==> src/rtl/approx_mul_err_sweeper.sv <==
// Exhaustive error characterisation sequencer for an approximate multiplier.
// Drives every operand pair into the attached multiplier, one per cycle.
// Compares each returned product against an internally computed exact product.
// Accumulates error count, error-distance sum, max error distance and its operands.
module approx_mul_err_sweeper #(
    parameter int WIDTH   = 8,
    parameter int MUL_LAT = 0
) (
    input  logic                 clk,
    input  logic                 rst_n,
    input  logic                 start,
    input  logic                 abort,
    output logic [WIDTH-1:0]     mul_a,
    output logic [WIDTH-1:0]     mul_b,
    input  logic [2*WIDTH-1:0]   mul_y,
    output logic                 busy,
    output logic                 done,
    output logic                 aborted,
    output logic [2*WIDTH:0]     err_count,
    output logic [4*WIDTH-1:0]   sum_ed,
    output logic [2*WIDTH-1:0]   max_ed,
    output logic [WIDTH-1:0]     worst_a,
    output logic [WIDTH-1:0]     worst_b
);

    localparam int         PW         = 2 * WIDTH;
    localparam logic [1:0] DRAIN_LAST = 2'(MUL_LAT);

    typedef enum logic [2:0] {
        S_IDLE,
        S_RUN,
        S_DRAIN,
        S_DONE,
        S_ABORT
    } state_t;

    state_t     state;
    state_t     state_next;
    logic [1:0] drain_cnt;
    logic       accept;
    logic       last_pair;
    logic       flush;
    logic       vld_p0;

    // Absolute difference between exact and returned product.
    function automatic logic [PW-1:0] err_dist(input logic [PW-1:0] exp_v,
                                               input logic [PW-1:0] got_v);
        return (exp_v >= got_v) ? (exp_v - got_v) : (got_v - exp_v);
    endfunction

    assign accept    = (state == S_IDLE) && start;
    assign last_pair = (mul_a == '1) && (mul_b == '1);
    // Leaving for ABORT throws away every entry still in the check pipeline.
    assign flush     = (state_next == S_ABORT);
    assign vld_p0    = (state == S_RUN);

    // State register.
    always_ff @(posedge clk or negedge rst_n) begin
        if (!rst_n) begin
            state <= S_IDLE;
        end else begin
            state <= state_next;
        end
    end

    // Next-state and status decode; abort outranks the RUN->DRAIN step.
    always_comb begin
        state_next = state;
        busy       = 1'b0;
        done       = 1'b0;
        aborted    = 1'b0;
        case (state)
            S_IDLE: begin
                if (start) begin
                    state_next = S_RUN;
                end
            end
            S_RUN: begin
                busy = 1'b1;
                if (abort) begin
                    state_next = S_ABORT;
                end else if (last_pair) begin
                    state_next = S_DRAIN;
                end
            end
            S_DRAIN: begin
                busy = 1'b1;
                if (abort) begin
                    state_next = S_ABORT;
                end else if (drain_cnt == DRAIN_LAST) begin
                    state_next = S_DONE;
                end
            end
            S_DONE: begin
                done       = 1'b1;
                state_next = S_IDLE;
            end
            S_ABORT: begin
                aborted    = 1'b1;
                state_next = S_IDLE;
            end
            default: begin
                state_next = S_IDLE;
            end
        endcase
    end

    // Counts DRAIN cycles so the last pair gets MUL_LAT+1 edges to be accounted.
    always_ff @(posedge clk or negedge rst_n) begin
        if (!rst_n) begin
            drain_cnt <= 2'd0;
        end else if (state == S_DRAIN) begin
            drain_cnt <= drain_cnt + 2'd1;
        end else begin
            drain_cnt <= 2'd0;
        end
    end

    // Operand generator: {a,b} behaves as one counter, b in the low half.
    always_ff @(posedge clk or negedge rst_n) begin
        if (!rst_n) begin
            mul_a <= '0;
            mul_b <= '0;
        end else if (accept) begin
            mul_a <= '0;
            mul_b <= '0;
        end else if ((state == S_RUN) && !abort && !last_pair) begin
            {mul_a, mul_b} <= {mul_a, mul_b} + PW'(1);
        end
    end

    // ---- stage p1: operands aligned with mul_y ----
    logic [WIDTH-1:0] a_p1;
    logic [WIDTH-1:0] b_p1;
    logic             vld_p1;
    logic [PW-1:0]    exact_p1;

    if (MUL_LAT == 0) begin : g_comb
        assign a_p1   = mul_a;
        assign b_p1   = mul_b;
        assign vld_p1 = vld_p0;
    end else begin : g_dly
        logic [WIDTH-1:0] a_dly   [MUL_LAT];
        logic [WIDTH-1:0] b_dly   [MUL_LAT];
        logic             vld_dly [MUL_LAT];

        // Operand delay line matching the multiplier latency.
        always_ff @(posedge clk) begin
            a_dly[0] <= mul_a;
            b_dly[0] <= mul_b;
            for (int i = 1; i < MUL_LAT; i++) begin
                a_dly[i] <= a_dly[i-1];
                b_dly[i] <= b_dly[i-1];
            end
        end

        // Valid delay line; cleared on abort so in-flight pairs are dropped.
        always_ff @(posedge clk or negedge rst_n) begin
            if (!rst_n) begin
                for (int i = 0; i < MUL_LAT; i++) begin
                    vld_dly[i] <= 1'b0;
                end
            end else begin
                vld_dly[0] <= vld_p0 && !flush;
                for (int i = 1; i < MUL_LAT; i++) begin
                    vld_dly[i] <= vld_dly[i-1] && !flush;
                end
            end
        end

        assign a_p1   = a_dly[MUL_LAT-1];
        assign b_p1   = b_dly[MUL_LAT-1];
        assign vld_p1 = vld_dly[MUL_LAT-1];
    end

    assign exact_p1 = PW'(a_p1) * PW'(b_p1);

    // ---- stage p2: compare register ----
    logic [WIDTH-1:0] a_p2;
    logic [WIDTH-1:0] b_p2;
    logic [PW-1:0]    y_p2;
    logic [PW-1:0]    exact_p2;
    logic [PW-1:0]    ed_p2;
    logic             vld_p2;

    // Capture approximate/exact products, their distance and the operands.
    always_ff @(posedge clk) begin
        a_p2     <= a_p1;
        b_p2     <= b_p1;
        y_p2     <= mul_y;
        exact_p2 <= exact_p1;
        ed_p2    <= err_dist(exact_p1, mul_y);
    end

    // Compare-stage valid.
    always_ff @(posedge clk or negedge rst_n) begin
        if (!rst_n) begin
            vld_p2 <= 1'b0;
        end else begin
            vld_p2 <= vld_p1 && !flush;
        end
    end

    // ---- accumulate stage ----
    // Statistics: cleared by an accepted start, otherwise held between sweeps.
    always_ff @(posedge clk or negedge rst_n) begin
        if (!rst_n) begin
            err_count <= '0;
            sum_ed    <= '0;
            max_ed    <= '0;
            worst_a   <= '0;
            worst_b   <= '0;
        end else if (accept) begin
            err_count <= '0;
            sum_ed    <= '0;
            max_ed    <= '0;
            worst_a   <= '0;
            worst_b   <= '0;
        end else if (vld_p2 && !flush) begin
            if (y_p2 != exact_p2) begin
                err_count <= err_count + (PW+1)'(1);
            end
            sum_ed <= sum_ed + (4*WIDTH)'(ed_p2);
            // Strictly greater: ties keep the earliest pair.
            if (ed_p2 > max_ed) begin
                max_ed  <= ed_p2;
                worst_a <= a_p2;
                worst_b <= b_p2;
            end
        end
    end

endmodule

==> config.mk <==
export PLATFORM = sky130hd
export DESIGN_NAME = approx_mul_err_sweeper
export DESIGN_NICKNAME = d
export VERILOG_FILES = /design/src/rtl/approx_mul_err_sweeper.sv
export SDC_FILE = /design/constraint.sdc
export NUM_CORES = 1
export LEC_CHECK = 0
export CELL_PAD_IN_SITES_DETAIL_PLACEMENT = 0
export CELL_PAD_IN_SITES_GLOBAL_PLACEMENT = 1
export CORE_ASPECT_RATIO = 1.2
export CORE_MARGIN = 4
export CORE_UTILIZATION = 32
export DETAILED_ROUTE_END_ITERATION = 6
export DONT_BUFFER_PORTS = 1
export PLACE_DENSITY = 0.7
export SYNTH_ARGS = -nofsm -noshare
export SYNTH_HDL_FRONTEND = slang
export SYNTH_SLANG_ARGS = --single-unit
==> constraint.sdc <==
create_clock -name clk -period 5.7 [get_ports clk]
set_clock_uncertainty 0.2 [all_clocks]
set_input_delay 1.14 -clock clk [delete_from_list [all_inputs] [get_ports clk]]
set_output_delay 1.14 -clock clk [all_outputs]
set_load 0.05 [all_outputs]
==> impl_results.html, run 1 <==
<table>
<tr><th>Metric</th><th>Value</th></tr>
<tr><th colspan="2">Run status</th></tr>
<tr><td>Status</td><td>finished, violations left</td></tr>
<tr><td>Violated checks</td><td>setup timing</td></tr>
<tr><th colspan="2">Timing</th></tr>
<tr><td>Final critical-path required period</td><td>6.09 ns</td></tr>
<tr><td>Finish-stage setup viols</td><td>15</td></tr>
<tr><td>Final period utilization</td><td>107%</td></tr>
<tr><td>Crit path setup slack, layout</td><td>-0.394 ns</td></tr>
<tr><td>Relative max-transition margin</td><td>25.8%</td></tr>
<tr><td>Transition time at the pin with the least slew margin</td><td>1.11 ns</td></tr>
<tr><td>Setup repair after global routing missed its margin</td><td>true</td></tr>
<tr><td>Slew Limit Fails</td><td>0</td></tr>
<tr><td>Final hold violation count</td><td>0</td></tr>
<tr><td>FMAX</td><td>164 MHz</td></tr>
<tr><td>Total negative slack</td><td>-4.70 ns</td></tr>
<tr><th colspan="2">Die</th></tr>
<tr><td>Initial core utilization</td><td>32.7%</td></tr>
<tr><td>Core area</td><td>0.0333 sq mm</td></tr>
<tr><td>Total number of placement rows</td><td>73</td></tr>
<tr><td>Chip height</td><td>210 um</td></tr>
<tr><td>Width of the die</td><td>176 um</td></tr>
<tr><td>Top-Level Pins</td><td>120</td></tr>
<tr><td>Full die area</td><td>0.0371 sq mm</td></tr>
<tr><th colspan="2">Synth</th></tr>
<tr><td>Number of warnings reported in the yosys synthesis log</td><td>0</td></tr>
<tr><td>Most common library cells after synthesis</td><td>inv_1 (125), nand2_1 (108), dfrtp_1 (103), ha_1 (101), nor2_1 (85)</td></tr>
<tr><td>Sequential-to-total area share from yosys stat</td><td>35.4%</td></tr>
<tr><td>Syn Nets</td><td>1361</td></tr>
<tr><td>Mux share of post-synthesis cell area</td><td>0.884%</td></tr>
<tr><td>Largest cells by area after synthesis</td><td>dfrtp_1 (24%), dfxtp_1 (12%), ha_1 (12%)</td></tr>
<tr><td>Seq cells post-synth</td><td>167</td></tr>
<tr><td>Adder-cell share of the synthesized area</td><td>18.8%</td></tr>
<tr><td>Number of flops mapped to enable cells by yosys</td><td>0</td></tr>
<tr><td>Area share of the largest cell type after synthesis</td><td>23.7%</td></tr>
<tr><td>Largest area contributor in the synthesized netlist</td><td>dfrtp_1</td></tr>
<tr><td>Most used standard cell by instance count after synthesis</td><td>inv_1</td></tr>
<tr><td>Main combinational cell family by area after synthesis</td><td>adder cells</td></tr>
<tr><td>Simple-gate share of the synthesized area</td><td>17.9%</td></tr>
<tr><td>Cell area after technology mapping</td><td>0.0109 sq mm</td></tr>
<tr><td>Number of instances in the synthesized netlist</td><td>1201</td></tr>
<tr><td>Flip-flop cell with the highest count after synthesis</td><td>dfrtp_1</td></tr>
<tr><td>Xor/xnor cell area share of the yosys netlist</td><td>7.40%</td></tr>
<tr><td>Share of the synthesized area in compound gates (AO/OA/AOI/OAI)</td><td>13.2%</td></tr>
<tr><td>Synth Area per Inst</td><td>9.07 sq um</td></tr>
<tr><td>Count of unique library cells instantiated by Yosys</td><td>80</td></tr>
<tr><td>Fraction of synthesis flops using an asynchronous set or reset pin</td><td>61.7%</td></tr>
<tr><th colspan="2">Worst setup path</th></tr>
<tr><td>Master of the slowest instance on the critical path</td><td>fa_1</td></tr>
<tr><td>Startpoint kind of the worst setup timing path</td><td>flop</td></tr>
<tr><td>Critical path capture point type</td><td>flop</td></tr>
<tr><td>Category of the most critical setup path</td><td>reg2reg</td></tr>
<tr><td>Slowest stage delay, CP</td><td>0.56 ns</td></tr>
<tr><td>Worst Path Arrival</td><td>6.21 ns</td></tr>
<tr><td>Largest delay contributor family on the critical path</td><td>adder cells</td></tr>
<tr><td>Largest fanout on the critical path</td><td>16</td></tr>
<tr><td>Buffer and inverter count on the worst path</td><td>3</td></tr>
<tr><td>Cell repeated most along the worst path</td><td>fa_1</td></tr>
<tr><td>Endpoint required time on the critical path</td><td>5.81 ns</td></tr>
<tr><td>Cell breakdown of the critical path</td><td>and2_4 -&gt; fa_1 -&gt; fa_1 -&gt; fa_1 -&gt; inv_1 -&gt; fa_1 -&gt; inv_2 -&gt; ha_4 -&gt; or3_4 -&gt; a211oi_4 -&gt; nor2_1 -&gt; a21o_1 -&gt; a21oi_2 -&gt; o21ai_2 -&gt; xnor2_2 -&gt; ha_2 -&gt; or4_1 -&gt; o31a_1 -&gt; buf_12 -&gt; a2111oi_4 -&gt; a21oi_2 -&gt; xor2_2</td></tr>
<tr><th colspan="2">Placement</th></tr>
<tr><td>Routability Congestion</td><td>0.831</td></tr>
<tr><td>Cell count after placement</td><td>1719</td></tr>
<tr><td>Total placed instance area</td><td>0.0123 sq mm</td></tr>
<tr><td>Input/output buffers</td><td>0</td></tr>
<tr><td>Post-detailed-placement half-perimeter wirelength</td><td>22400 um</td></tr>
<tr><th colspan="2">Routing</th></tr>
<tr><td>Number of design rule violations left after detail routing</td><td>0</td></tr>
<tr><td>Vias per cell</td><td>4.79</td></tr>
<tr><td>Final routed wire length divided by cell count</td><td>16.2 um</td></tr>
<tr><td>Final Routed Wirelength</td><td>28700 um</td></tr>
<tr><td>Starting DRC count in detailed routing</td><td>430</td></tr>
<tr><td>Number of routed nets with antenna violations</td><td>0</td></tr>
<tr><td>Via count</td><td>8463</td></tr>
<tr><td>Drt first pass iters</td><td>5</td></tr>
<tr><th colspan="2">Layout</th></tr>
<tr><td>Number of fillers in the final layout</td><td>3334</td></tr>
<tr><td>Fin nets</td><td>1462</td></tr>
<tr><td>Final cell count without fillers</td><td>1765</td></tr>
<tr><td>Final core area utilization</td><td>39.4%</td></tr>
<tr><td>Diode insertion count for antenna repair</td><td>0</td></tr>
<tr><td>Share of layout cells above drive strength 1</td><td>19.5%</td></tr>
<tr><td>Final design instance area without fill</td><td>0.0131 sq mm</td></tr>
<tr><td>Area Overhead vs Synth</td><td>20.7%</td></tr>
<tr><th colspan="2">Power</th></tr>
<tr><td>Leakage power</td><td>6.11 nW</td></tr>
<tr><td>Power density normalized to cell area</td><td>298 mW/mm^2</td></tr>
<tr><td>Worst IR drop on VDD</td><td>0.000229 V</td></tr>
<tr><td>Design Power</td><td>3.92 mW</td></tr>
<tr><th colspan="2">Global route</th></tr>
<tr><td>Antenna violations before repair</td><td>0</td></tr>
<tr><td>Wire length of the first global-routing pass</td><td>46400 um</td></tr>
<tr><td>Number of global-route vias before repair</td><td>8454</td></tr>
<tr><td>Grt ovf</td><td>0</td></tr>
<tr><td>Total routing resource utilization after global routing</td><td>15.5%</td></tr>
<tr><td>Maximum number of pins on one net before global-route repair</td><td>104</td></tr>
<tr><th colspan="2">CTS</th></tr>
<tr><td>Clk_lat worst skew</td><td>0.44 ns</td></tr>
<tr><td>Clock edge transition at the registers on the reported setup and hold paths</td><td>0.08 ns</td></tr>
<tr><td>Number of hold-repair buffers added at the cts stage</td><td>0</td></tr>
<tr><td>Total clock sinks</td><td>167</td></tr>
<tr><td>Clock tree from TritonCTS</td><td>yes</td></tr>
<tr><td>Root Buffer</td><td>clkbuf_16</td></tr>
<tr><td>Maximum level of the CTS H-tree</td><td>4</td></tr>
<tr><td>Number of buffers created by CTS</td><td>17</td></tr>
<tr><td>Max Buffers Root-to-Sink</td><td>2</td></tr>
<tr><th colspan="2">Run</th></tr>
<tr><td>Max Cap Violations</td><td>0</td></tr>
<tr><th colspan="2">Worst hold path</th></tr>
<tr><td>Type of the most critical hold path</td><td>in2async</td></tr>
</table>
-- registers in the layout (all words and copies together) (netlist names) --
signal and cells:
err_count 17, max_ed 16, worst_b 8, sum_ed 32, mul_b 8, y_p2 16, drain_cnt 2, exact_p2 16
vld_p2 1, a_p2 8, state 3, mul_a 8, b_p2 8, worst_a 8, ed_p2 16
-- metrics by stage --
step	hold WS [ns]	setup WS [ns]
finish	0.194	-0.394
global route	0.170	-0.628
CTS	0.174	-0.403
detailed placement	0.217	-0.386
global placement	0.212	-0.352
floorplan	0.203	-0.356
-- cell usage in the layout (no fill, tap or decap), types with 8 or more instances in the layout --
| cell type | instances |
|---|---|
| and3_1 | 8 |
| xnor2_1 | 66 |
| a21o_1 | 22 |
| o21ai_0 | 56 |
| dfxtp_1 | 64 |
| clkbuf_16 | 17 |
| nand4_1 | 18 |
| dfrtp_2 | 14 |
| nand2_1 | 107 |
| ha_1 | 94 |
| dfrtp_1 | 89 |
| nand3_1 | 46 |
| and2_1 | 49 |
| fa_1 | 34 |
| xor2_1 | 20 |
| o21a_1 | 14 |
| a21oi_2 | 9 |
| nor3_1 | 20 |
| a21oi_1 | 59 |
| nor2b_1 | 9 |
| inv_1 | 122 |
| nor2_1 | 84 |
| buf_4 | 134 |
-- routing by layer --
layer | track usage, % | share of wire, %
met1 | 19.9 | 45
met2 | 26.1 | 48
met3 | 4.22 | 5.7
met4 | 3.66 | 1.5
met5 | 0 | 0
-- final timing paths --
check	start	to	slack, ns	depth (start not counted)
worst max-delay path	mul_b[2]$_DFFE_PN0P_	ed_p2[15]$_DFF_P_	-0.39	22
worst min register to register	drain_cnt[0]$_DFF_PN0_	drain_cnt[0]$_DFF_PN0_	0.23	1
worst min-delay path	rst_n	sum_ed[10]$_DFFE_PN0P_	0.19	0
max in group asynchronous	rst_n	mul_a[3]$_DFFE_PN0P_	4.88	0
min in group clk	drain_cnt[0]$_DFF_PN0_	drain_cnt[0]$_DFF_PN0_	0.23	1
worst max register to register	mul_b[2]$_DFFE_PN0P_	ed_p2[15]$_DFF_P_	-0.39	22
-- timing repair --
item	4_1_cts	5_1_grt
setup buffers	3	11
pin swaps	3	12
gates resized for setup	8	32
endpoints found under the setup margin	15	15
-- cells by family after synthesis --
kind of cell,count (synthesis)
AOI/OAI and AO/OA,221
xor gates and xnor gates,92
adders and majority gates,140
buffers and inverters,179
DFF,167
muxes,9
and+or+nand+nor,393
-- final cells by class --
cell class	count	area, sq um	area share, %
Tap cell	450	563	4.28
Sequential cell	167	3880	29.5
Clock buffer	17	425	3.24
Inverter	125	469	3.57
Clock inverter	15	159	1.21
Multi-Input combinational cell	855	6620	50.3
Timing Repair Buffer	136	1040	7.89
-- where the power goes --
part / total, mW / internal, mW / switching [mW]
clock network: 1.15 / 0.585 / 0.561
logic: 0.983 / 0.400 / 0.583
registers: 1.79 / 1.30 / 0.494
total: 3.92 / 2.28 / 1.64
(Power assumes the default switching activity.)
==> inputs of run 2 (changes only) <==
CAP_MARGIN = 20   (was unset)
PLACE_DENSITY = unset   (was 0.7)
PLACE_DENSITY_LB_ADDON = 0.3   (was unset)
==> run 2 against run 1 <==
Net effect: the run ends with DRC, setup timing left; via count increased by 0.80%; register-to-register slack got worse by 0.15 ns; cell count increased by 0.28%; core utilization grew 0.40 points; global-route usage is 0.54 points higher; final area is 1.0% higher; worst hold slack lost 0.0030 ns; critical path depth grew 2; wire length increased by 2.7%; clock power is essentially flat; first-iteration DRC count increased by 12%; critical path type unchanged.
==> impl_results.html, run 2 (synthesis results as in run 1) <==
<table>
<tr><th>Metric</th><th>Value</th></tr>
<tr><th colspan="2">Run status</th></tr>
<tr><td>Status</td><td>finished, violations left (unchanged)</td></tr>
<tr><td>Violated checks</td><td>DRC, setup timing (was setup timing)</td></tr>
<tr><th colspan="2">Timing</th></tr>
<tr><td>Slew Limit Fails</td><td>0 (unchanged)</td></tr>
<tr><td>Relative max-transition margin</td><td>24.5% (was 25.8%)</td></tr>
<tr><td>Setup repair after global routing missed its margin</td><td>true (unchanged)</td></tr>
<tr><td>Total negative slack</td><td>-6.66 ns (was -4.70 ns)</td></tr>
<tr><td>Final hold violation count</td><td>0 (unchanged)</td></tr>
<tr><td>FMAX</td><td>160 MHz (was 164 MHz)</td></tr>
<tr><td>Final period utilization</td><td>110% (was 107%)</td></tr>
<tr><td>Final critical-path required period</td><td>6.24 ns (was 6.09 ns)</td></tr>
<tr><td>Transition time at the pin with the least slew margin</td><td>1.12 ns (was 1.11 ns)</td></tr>
<tr><td>Finish-stage setup viols</td><td>15 (unchanged)</td></tr>
<tr><td>Crit path setup slack, layout</td><td>-0.543 ns (was -0.394 ns)</td></tr>
<tr><th colspan="2">Routing</th></tr>
<tr><td>Drt first pass iters</td><td>7 (was 5)</td></tr>
<tr><td>Number of design rule violations left after detail routing</td><td>1 (was 0)</td></tr>
<tr><td>Vias per cell</td><td>4.82 (was 4.79)</td></tr>
<tr><td>Number of routed nets with antenna violations</td><td>0 (unchanged)</td></tr>
<tr><td>Final routed wire length divided by cell count</td><td>16.6 um (was 16.2 um)</td></tr>
<tr><td>Starting DRC count in detailed routing</td><td>480 (was 430)</td></tr>
<tr><td>Final Routed Wirelength</td><td>29400 um (was 28700 um)</td></tr>
<tr><td>Via count</td><td>8531 (was 8463)</td></tr>
<tr><th colspan="2">Power</th></tr>
<tr><td>Worst IR drop on VDD</td><td>0.000203 V (was 0.000229 V)</td></tr>
<tr><td>Design Power</td><td>3.96 mW (was 3.92 mW)</td></tr>
<tr><td>Power density normalized to cell area</td><td>298 mW/mm^2 (about the same)</td></tr>
<tr><td>Leakage power</td><td>6.18 nW (was 6.11 nW)</td></tr>
<tr><th colspan="2">Placement</th></tr>
<tr><td>Routability Congestion</td><td>0.836 (was 0.831)</td></tr>
<tr><td>Total placed instance area</td><td>0.0123 sq mm (about the same)</td></tr>
<tr><td>Post-detailed-placement half-perimeter wirelength</td><td>22800 um (was 22400 um)</td></tr>
<tr><td>Input/output buffers</td><td>0 (unchanged)</td></tr>
<tr><td>Cell count after placement</td><td>1721 (was 1719)</td></tr>
<tr><th colspan="2">Layout</th></tr>
<tr><td>Final design instance area without fill</td><td>0.0133 sq mm (was 0.0131 sq mm)</td></tr>
<tr><td>Final core area utilization</td><td>39.8% (was 39.4%)</td></tr>
<tr><td>Registers with the most flip-flops</td><td>sum_ed: 32 flops, err_count: 17 flops (unchanged)</td></tr>
<tr><td>Share of layout cells above drive strength 1</td><td>19.6% (was 19.5%)</td></tr>
<tr><td>Register containing the most flip-flops in the final layout</td><td>sum_ed (unchanged)</td></tr>
<tr><td>Most common cell after layout, fill and taps aside</td><td>buf_4 (unchanged)</td></tr>
<tr><td>Area Overhead vs Synth</td><td>21.9% (was 20.7%)</td></tr>
<tr><td>Final cell count without fillers</td><td>1770 (was 1765)</td></tr>
<tr><td>Number of flip-flops in the largest register</td><td>32 (unchanged)</td></tr>
<tr><td>Diode insertion count for antenna repair</td><td>0 (unchanged)</td></tr>
<tr><td>Fin nets</td><td>1467 (was 1462)</td></tr>
<tr><td>Number of fillers in the final layout</td><td>3324 (was 3334)</td></tr>
<tr><td>Commonest cells after routing, fill and taps aside</td><td>buf_4 (133), inv_1 (120), nand2_1 (105) (was buf_4 (134), inv_1 (122), nand2_1 (107))</td></tr>
<tr><th colspan="2">Worst hold path</th></tr>
<tr><td>Type of the most critical hold path</td><td>in2async (unchanged)</td></tr>
<tr><th colspan="2">Worst setup path</th></tr>
<tr><td>Cell repeated most along the worst path</td><td>fa_1 (unchanged)</td></tr>
<tr><td>Category of the most critical setup path</td><td>reg2reg (unchanged)</td></tr>
<tr><td>Slowest stage delay, CP</td><td>0.55 ns (was 0.56 ns)</td></tr>
<tr><td>Master of the slowest instance on the critical path</td><td>fa_1 (unchanged)</td></tr>
<tr><td>Endpoint required time on the critical path</td><td>5.86 ns (was 5.81 ns)</td></tr>
<tr><td>Worst R2R Path Depth</td><td>24 (was 22)</td></tr>
<tr><td>Largest delay contributor family on the critical path</td><td>adder cells (unchanged)</td></tr>
<tr><td>Startpoint kind of the worst setup timing path</td><td>flop (unchanged)</td></tr>
<tr><td>Logic depth of the worst path, buffers included</td><td>24 (was 22)</td></tr>
<tr><td>Buffer and inverter count on the worst path</td><td>6 (was 3)</td></tr>
<tr><td>Cell breakdown of the critical path</td><td>buf_6 -&gt; and2_4 -&gt; fa_1 -&gt; inv_2 -&gt; fa_1 -&gt; fa_2 -&gt; fa_1 -&gt; inv_2 -&gt; ha_4 -&gt; nand3_2 -&gt; nor2_4 -&gt; a211oi_4 -&gt; or2_4 -&gt; xnor2_4 -&gt; ha_4 -&gt; a21oi_1 -&gt; o21ai_1 -&gt; or4_4 -&gt; o31a_1 -&gt; buf_4 -&gt; buf_6 -&gt; buf_16 -&gt; o31ai_2 -&gt; xnor2_1 (was and2_4 -&gt; fa_1 -&gt; fa_1 -&gt; fa_1 -&gt; inv_1 -&gt; fa_1 -&gt; inv_2 -&gt; ha_4 -&gt; or3_4 -&gt; a211oi_4 -&gt; nor2_1 -&gt; a21o_1 -&gt; a21oi_2 -&gt; o21ai_2 -&gt; xnor2_2 -&gt; ha_2 -&gt; or4_1 -&gt; o31a_1 -&gt; buf_12 -&gt; a2111oi_4 -&gt; a21oi_2 -&gt; xor2_2)</td></tr>
<tr><td>Worst Path Arrival</td><td>6.40 ns (was 6.21 ns)</td></tr>
<tr><td>Critical path capture point type</td><td>flop (unchanged)</td></tr>
<tr><td>Largest fanout on the critical path</td><td>6 (was 16)</td></tr>
<tr><th colspan="2">Global route</th></tr>
<tr><td>Grt ovf</td><td>0 (unchanged)</td></tr>
<tr><td>Total routing resource utilization after global routing</td><td>16.1% (was 15.5%)</td></tr>
<tr><td>Antenna violations before repair</td><td>1 (was 0)</td></tr>
<tr><td>Number of global-route vias before repair</td><td>8620 (was 8454)</td></tr>
<tr><td>Wire length of the first global-routing pass</td><td>47600 um (was 46400 um)</td></tr>
<tr><td>Maximum number of pins on one net before global-route repair</td><td>104 (unchanged)</td></tr>
<tr><th colspan="2">CTS</th></tr>
<tr><td>Root Buffer</td><td>clkbuf_16 (unchanged)</td></tr>
<tr><td>Max Buffers Root-to-Sink</td><td>2 (unchanged)</td></tr>
<tr><td>Clk_lat worst skew</td><td>0.44 ns (about the same)</td></tr>
<tr><td>Number of hold-repair buffers added at the cts stage</td><td>0 (unchanged)</td></tr>
<tr><td>Total clock sinks</td><td>167 (unchanged)</td></tr>
<tr><td>Number of buffers created by CTS</td><td>17 (unchanged)</td></tr>
<tr><td>Clock tree from TritonCTS</td><td>yes (unchanged)</td></tr>
<tr><td>Maximum level of the CTS H-tree</td><td>4 (unchanged)</td></tr>
<tr><td>Clock edge transition at the registers on the reported setup and hold paths</td><td>0.07 ns (was 0.08 ns)</td></tr>
<tr><th colspan="2">Run</th></tr>
<tr><td>Max Cap Violations</td><td>0 (unchanged)</td></tr>
<tr><th colspan="2">Die</th></tr>
<tr><td>Chip height</td><td>210 um (unchanged)</td></tr>
<tr><td>Full die area</td><td>0.0371 sq mm (unchanged)</td></tr>
<tr><td>Core area</td><td>0.0333 sq mm (unchanged)</td></tr>
<tr><td>Top-Level Pins</td><td>120 (unchanged)</td></tr>
<tr><td>Initial core utilization</td><td>32.7% (unchanged)</td></tr>
<tr><td>Width of the die</td><td>176 um (unchanged)</td></tr>
<tr><td>Total number of placement rows</td><td>73 (unchanged)</td></tr>
</table>
-- run 2: through the flow --
step	hold WS (ns)	setup slack [ns]
finish	0.191	-0.543
detailed placement	0.216	-0.470
global route	0.162	-0.760
global placement	0.213	-0.371
floorplan	0.203	-0.356
CTS	0.154	-0.470
-- run 2: area by class of cell --
type | count | area [sq um] | area share, %
multi-input combinational | 855 | 6640 | 50.0
sequential | 167 | 3880 | 29.2
tap | 450 | 563 | 4.24
clock inverter | 11 | 111 | 0.839
inverter | 125 | 469 | 3.53
timing repair buffer | 141 | 1140 | 8.57
clock buffer | 21 | 482 | 3.63
-- run 2: power by group --
group | leakage [nW] | switching [mW] | internal [mW]
Sequential | 1.92 | 0.495 | 1.30
Clock | 0.293 | 0.514 | 0.660
Combinational | 3.96 | 0.586 | 0.404
-- run 2: final timing paths --
| path | startpoint | to | slack (ns) |
|---|---|---|---|
| max | mul_b[3]$_DFFE_PN0P_ | ed_p2[10]$_DFF_P_ | -0.54 |
| min | rst_n | sum_ed[6]$_DFFE_PN0P_ | 0.19 |
| max reg2reg | mul_b[3]$_DFFE_PN0P_ | ed_p2[10]$_DFF_P_ | -0.54 |
| min reg2reg | drain_cnt[0]$_DFF_PN0_ | drain_cnt[0]$_DFF_PN0_ | 0.22 |
| max in group asynchronous | rst_n | mul_a[0]$_DFFE_PN0P_ | 4.93 |
| min in group clk | drain_cnt[0]$_DFF_PN0_ | drain_cnt[0]$_DFF_PN0_ | 0.22 |
-- run 2: routing by layer --
| layer | up-vias | track usage [%] | share of wire (%) |
|---|---|---|---|
| met5 | - | 0 | 0 |
| met4 | 0 | 4.24 | 1.5 |
| met1 | 4111 | 21.0 | 46 |
| met2 | 155 | 26.9 | 48 |
| met3 | 30 | 3.62 | 4.6 |
| li1 | 4235 | - | - |
-- run 2: what timing repair did --
action / CTS / global route
setup buffers: 6 / 8
resized for setup: 24 / 23
gates cloned: 2 / 0
endpoints found under the setup margin: 15 / 15
pin swaps: 5 / 22
==> inputs of run 3 (changes only) <==
SKIP_CTS_REPAIR_TIMING = 1   (was unset)
==> run 3 against run 2 <==
Net effect: the flow finishes with violations (setup timing); register-to-register slack got worse by 0.04 ns; power barely moved; die area did not move; highest routed layer unchanged; sequential power barely moved; cell count fell by 0.17%; critical endpoint is now ed_p2[11]$_DFF_P_; wire length rose by 0.19%; largest power group unchanged; global-route usage fell by 0.17 points; first-iteration DRC count fell by 1.3%.
==> impl_results.html, run 3 (synthesis results as in run 1) <==
<table>
<tr><th>Metric</th><th>Value</th></tr>
<tr><th colspan="2">Timing</th></tr>
<tr><td>Setup repair after global routing missed its margin</td><td>true (unchanged)</td></tr>
<tr><td>Relative max-transition margin</td><td>25.1% (was 24.5%)</td></tr>
<tr><td>Finish-stage setup viols</td><td>15 (unchanged)</td></tr>
<tr><td>Final hold violation count</td><td>0 (unchanged)</td></tr>
<tr><td>Final critical-path required period</td><td>6.29 ns (was 6.24 ns)</td></tr>
<tr><td>Tightest hold margin</td><td>0.194 ns (was 0.191 ns)</td></tr>
<tr><td>FMAX</td><td>159 MHz (was 160 MHz)</td></tr>
<tr><td>Slew Limit Fails</td><td>0 (unchanged)</td></tr>
<tr><td>Crit path setup slack, layout</td><td>-0.586 ns (was -0.543 ns)</td></tr>
<tr><td>Final period utilization</td><td>110% (about the same)</td></tr>
<tr><td>Transition time at the pin with the least slew margin</td><td>1.11 ns (was 1.12 ns)</td></tr>
<tr><td>Total negative slack</td><td>-7.17 ns (was -6.66 ns)</td></tr>
<tr><th colspan="2">Worst hold path</th></tr>
<tr><td>Type of the most critical hold path</td><td>in2async (unchanged)</td></tr>
<tr><th colspan="2">Worst setup path</th></tr>
<tr><td>Cell repeated most along the worst path</td><td>fa_1 (unchanged)</td></tr>
<tr><td>Largest fanout on the critical path</td><td>7 (was 6)</td></tr>
<tr><td>Category of the most critical setup path</td><td>reg2reg (unchanged)</td></tr>
<tr><td>Critical path capture point type</td><td>flop (unchanged)</td></tr>
<tr><td>Endpoint required time on the critical path</td><td>5.82 ns (was 5.86 ns)</td></tr>
<tr><td>Startpoint kind of the worst setup timing path</td><td>flop (unchanged)</td></tr>
<tr><td>Slowest stage delay, CP</td><td>0.57 ns (was 0.55 ns)</td></tr>
<tr><td>Worst Path Arrival</td><td>6.41 ns (was 6.40 ns)</td></tr>
<tr><td>Cell breakdown of the critical path</td><td>and2_4 -&gt; fa_1 -&gt; fa_1 -&gt; fa_1 -&gt; inv_1 -&gt; fa_1 -&gt; inv_2 -&gt; ha_4 -&gt; or3_4 -&gt; a211oi_4 -&gt; nor2_1 -&gt; a21o_1 -&gt; a21oi_2 -&gt; o21ai_2 -&gt; xnor2_2 -&gt; ha_2 -&gt; or4_4 -&gt; o31a_1 -&gt; buf_4 -&gt; clkbuf_16 -&gt; buf_4 -&gt; nor3_2 -&gt; a22oi_1 -&gt; xnor2_1 (was buf_6 -&gt; and2_4 -&gt; fa_1 -&gt; inv_2 -&gt; fa_1 -&gt; fa_2 -&gt; fa_1 -&gt; inv_2 -&gt; ha_4 -&gt; nand3_2 -&gt; nor2_4 -&gt; a211oi_4 -&gt; or2_4 -&gt; xnor2_4 -&gt; ha_4 -&gt; a21oi_1 -&gt; o21ai_1 -&gt; or4_4 -&gt; o31a_1 -&gt; buf_4 -&gt; buf_6 -&gt; buf_16 -&gt; o31ai_2 -&gt; xnor2_1)</td></tr>
<tr><td>Master of the slowest instance on the critical path</td><td>fa_1 (unchanged)</td></tr>
<tr><td>Register-to-register setup slack</td><td>-0.59 ns (was -0.54 ns)</td></tr>
<tr><th colspan="2">Routing</th></tr>
<tr><td>Drt first pass iters</td><td>6 (was 7)</td></tr>
<tr><td>Final Routed Wirelength</td><td>29500 um (was 29400 um)</td></tr>
<tr><td>Starting DRC count in detailed routing</td><td>474 (was 480)</td></tr>
<tr><td>Number of routed nets with antenna violations</td><td>0 (unchanged)</td></tr>
<tr><td>Vias per cell</td><td>4.84 (was 4.82)</td></tr>
<tr><td>Number of design rule violations left after detail routing</td><td>0 (was 1)</td></tr>
<tr><td>Via count</td><td>8552 (was 8531)</td></tr>
<tr><td>Final routed wire length divided by cell count</td><td>16.7 um (was 16.6 um)</td></tr>
<tr><th colspan="2">Layout</th></tr>
<tr><td>Fin nets</td><td>1464 (was 1467)</td></tr>
<tr><td>Commonest cells after routing, fill and taps aside</td><td>buf_4 (130), inv_1 (122), nand2_1 (107) (was buf_4 (133), inv_1 (120), nand2_1 (105))</td></tr>
<tr><td>Final cell count without fillers</td><td>1767 (was 1770)</td></tr>
<tr><td>Register containing the most flip-flops in the final layout</td><td>sum_ed (unchanged)</td></tr>
<tr><td>Number of flip-flops in the largest register</td><td>32 (unchanged)</td></tr>
<tr><td>Diode insertion count for antenna repair</td><td>0 (unchanged)</td></tr>
<tr><td>Register Area</td><td>0.00388 sq mm (unchanged)</td></tr>
<tr><td>Registers with the most flip-flops</td><td>sum_ed: 32 flops, err_count: 17 flops (unchanged)</td></tr>
<tr><td>Share of layout cells above drive strength 1</td><td>19.3% (was 19.6%)</td></tr>
<tr><td>Area Overhead vs Synth</td><td>21.4% (was 21.9%)</td></tr>
<tr><td>Most common cell after layout, fill and taps aside</td><td>buf_4 (unchanged)</td></tr>
<tr><td>Area used by multi-input combinational logic</td><td>0.00662 sq mm (was 0.00664 sq mm)</td></tr>
<tr><td>Number of fillers in the final layout</td><td>3328 (was 3324)</td></tr>
<tr><th colspan="2">Power</th></tr>
<tr><td>Worst IR drop on VDD</td><td>0.000200 V (was 0.000203 V)</td></tr>
<tr><td>Leakage power</td><td>6.15 nW (was 6.18 nW)</td></tr>
<tr><td>Power density normalized to cell area</td><td>299 mW/mm^2 (was 298 mW/mm^2)</td></tr>
<tr><th colspan="2">Global route</th></tr>
<tr><td>Maximum number of pins on one net before global-route repair</td><td>104 (unchanged)</td></tr>
<tr><td>Antenna violations before repair</td><td>1 (unchanged)</td></tr>
<tr><td>Wire length of the first global-routing pass</td><td>47100 um (was 47600 um)</td></tr>
<tr><td>Grt ovf</td><td>0 (unchanged)</td></tr>
<tr><td>Total routing resource utilization after global routing</td><td>15.9% (was 16.1%)</td></tr>
<tr><td>Number of global-route vias before repair</td><td>8525 (was 8620)</td></tr>
<tr><th colspan="2">Die</th></tr>
<tr><td>Full die area</td><td>0.0371 sq mm (unchanged)</td></tr>
<tr><td>Top-Level Pins</td><td>120 (unchanged)</td></tr>
<tr><td>Core area</td><td>0.0333 sq mm (unchanged)</td></tr>
<tr><td>Width of the die</td><td>176 um (unchanged)</td></tr>
<tr><td>Initial core utilization</td><td>32.7% (unchanged)</td></tr>
<tr><td>Total number of placement rows</td><td>73 (unchanged)</td></tr>
<tr><td>Chip height</td><td>210 um (unchanged)</td></tr>
<tr><th colspan="2">CTS</th></tr>
<tr><td>Number of buffers created by CTS</td><td>17 (unchanged)</td></tr>
<tr><td>Clock tree from TritonCTS</td><td>yes (unchanged)</td></tr>
<tr><td>Root Buffer</td><td>clkbuf_16 (unchanged)</td></tr>
<tr><td>Max Buffers Root-to-Sink</td><td>2 (unchanged)</td></tr>
<tr><td>Maximum level of the CTS H-tree</td><td>4 (unchanged)</td></tr>
<tr><td>Clock edge transition at the registers on the reported setup and hold paths</td><td>0.07 ns (about the same)</td></tr>
<tr><td>Total clock sinks</td><td>167 (unchanged)</td></tr>
<tr><td>Clk_lat worst skew</td><td>0.44 ns (about the same)</td></tr>
<tr><th colspan="2">Placement</th></tr>
<tr><td>Cell count after placement</td><td>1721 (unchanged)</td></tr>
<tr><td>Input/output buffers</td><td>0 (unchanged)</td></tr>
<tr><td>Post-detailed-placement half-perimeter wirelength</td><td>22800 um (unchanged)</td></tr>
<tr><td>Routability Congestion</td><td>0.836 (unchanged)</td></tr>
<tr><th colspan="2">Run status</th></tr>
<tr><td>Status</td><td>finished, violations left (unchanged)</td></tr>
<tr><td>Violated checks</td><td>setup timing (was DRC, setup timing)</td></tr>
<tr><th colspan="2">Run</th></tr>
<tr><td>Max Cap Violations</td><td>0 (unchanged)</td></tr>
</table>
[run 3: metrics by stage]
| stage | instance area (sq um) | utilization, % | power, mW | setup slack [ns] |
|---|---|---|---|---|
| after global routing | 13200 | 39.7 | 4.20 | -0.802 |
| final | 13200 | 39.7 | 3.96 | -0.586 |
| after CTS | 12900 | 38.7 | 4.01 | -0.505 |
| after floorplan | 11100 | - | 2.51 | -0.356 |
| after detailed placement | 12300 | 37.0 | 2.81 | -0.470 |
| after global placement | 12300 | 37.0 | 2.81 | -0.371 |
[run 3: per-layer routing]
layer	up-vias	wire, um	GRT usage (%)
li1	4229	-	-
met1	4130	13400	21.0
met2	168	14300	26.6
met3	25	1420	3.53
met4	0	369	3.79
met5	-	0	0
[run 3: cell type report]
cell class                 instances  share of cell area, %
clock buffer                      21                   3.64
clock inverter                    11                  0.842
inverter                         125                   3.55
multi-input combinational        855                   50.0
sequential                       167                   29.3
tap                              450                   4.26
timing repair buffer             138                   8.40
[run 3: worst paths after layout]
kind | start | to | cells after the start
hold / removal | rst_n | sum_ed[6]$_DFFE_PN0P_ | 0
setup / recovery | mul_a[2]$_DFFE_PN0P_ | ed_p2[11]$_DFF_P_ | 24
max in group asynchronous | rst_n | mul_a[0]$_DFFE_PN0P_ | 0
hold reg to reg | drain_cnt[0]$_DFF_PN0_ | drain_cnt[0]$_DFF_PN0_ | 1
min in group clk | drain_cnt[0]$_DFF_PN0_ | drain_cnt[0]$_DFF_PN0_ | 1
setup reg to reg | mul_a[2]$_DFFE_PN0P_ | ed_p2[11]$_DFF_P_ | 24
[run 3: worst max-delay path: cells and delay by family, from the launching register on]
| kind | cells | cell delay, ns |
|---|---|---|
| fa+ha+maj | 6 | 2.35 |
| simple gates | 5 | 1.23 |
| compound gates | 6 | 1.09 |
| buf+inv | 5 | 0.56 |
| flops | 1 | 0.46 |
| xor+xnor | 2 | 0.29 |
[run 3: power by group]
part	switching [mW]	internal (mW)	total [mW]
Combinational	0.586	0.404	0.990
Sequential	0.495	1.30	1.79
Clock	0.515	0.660	1.17
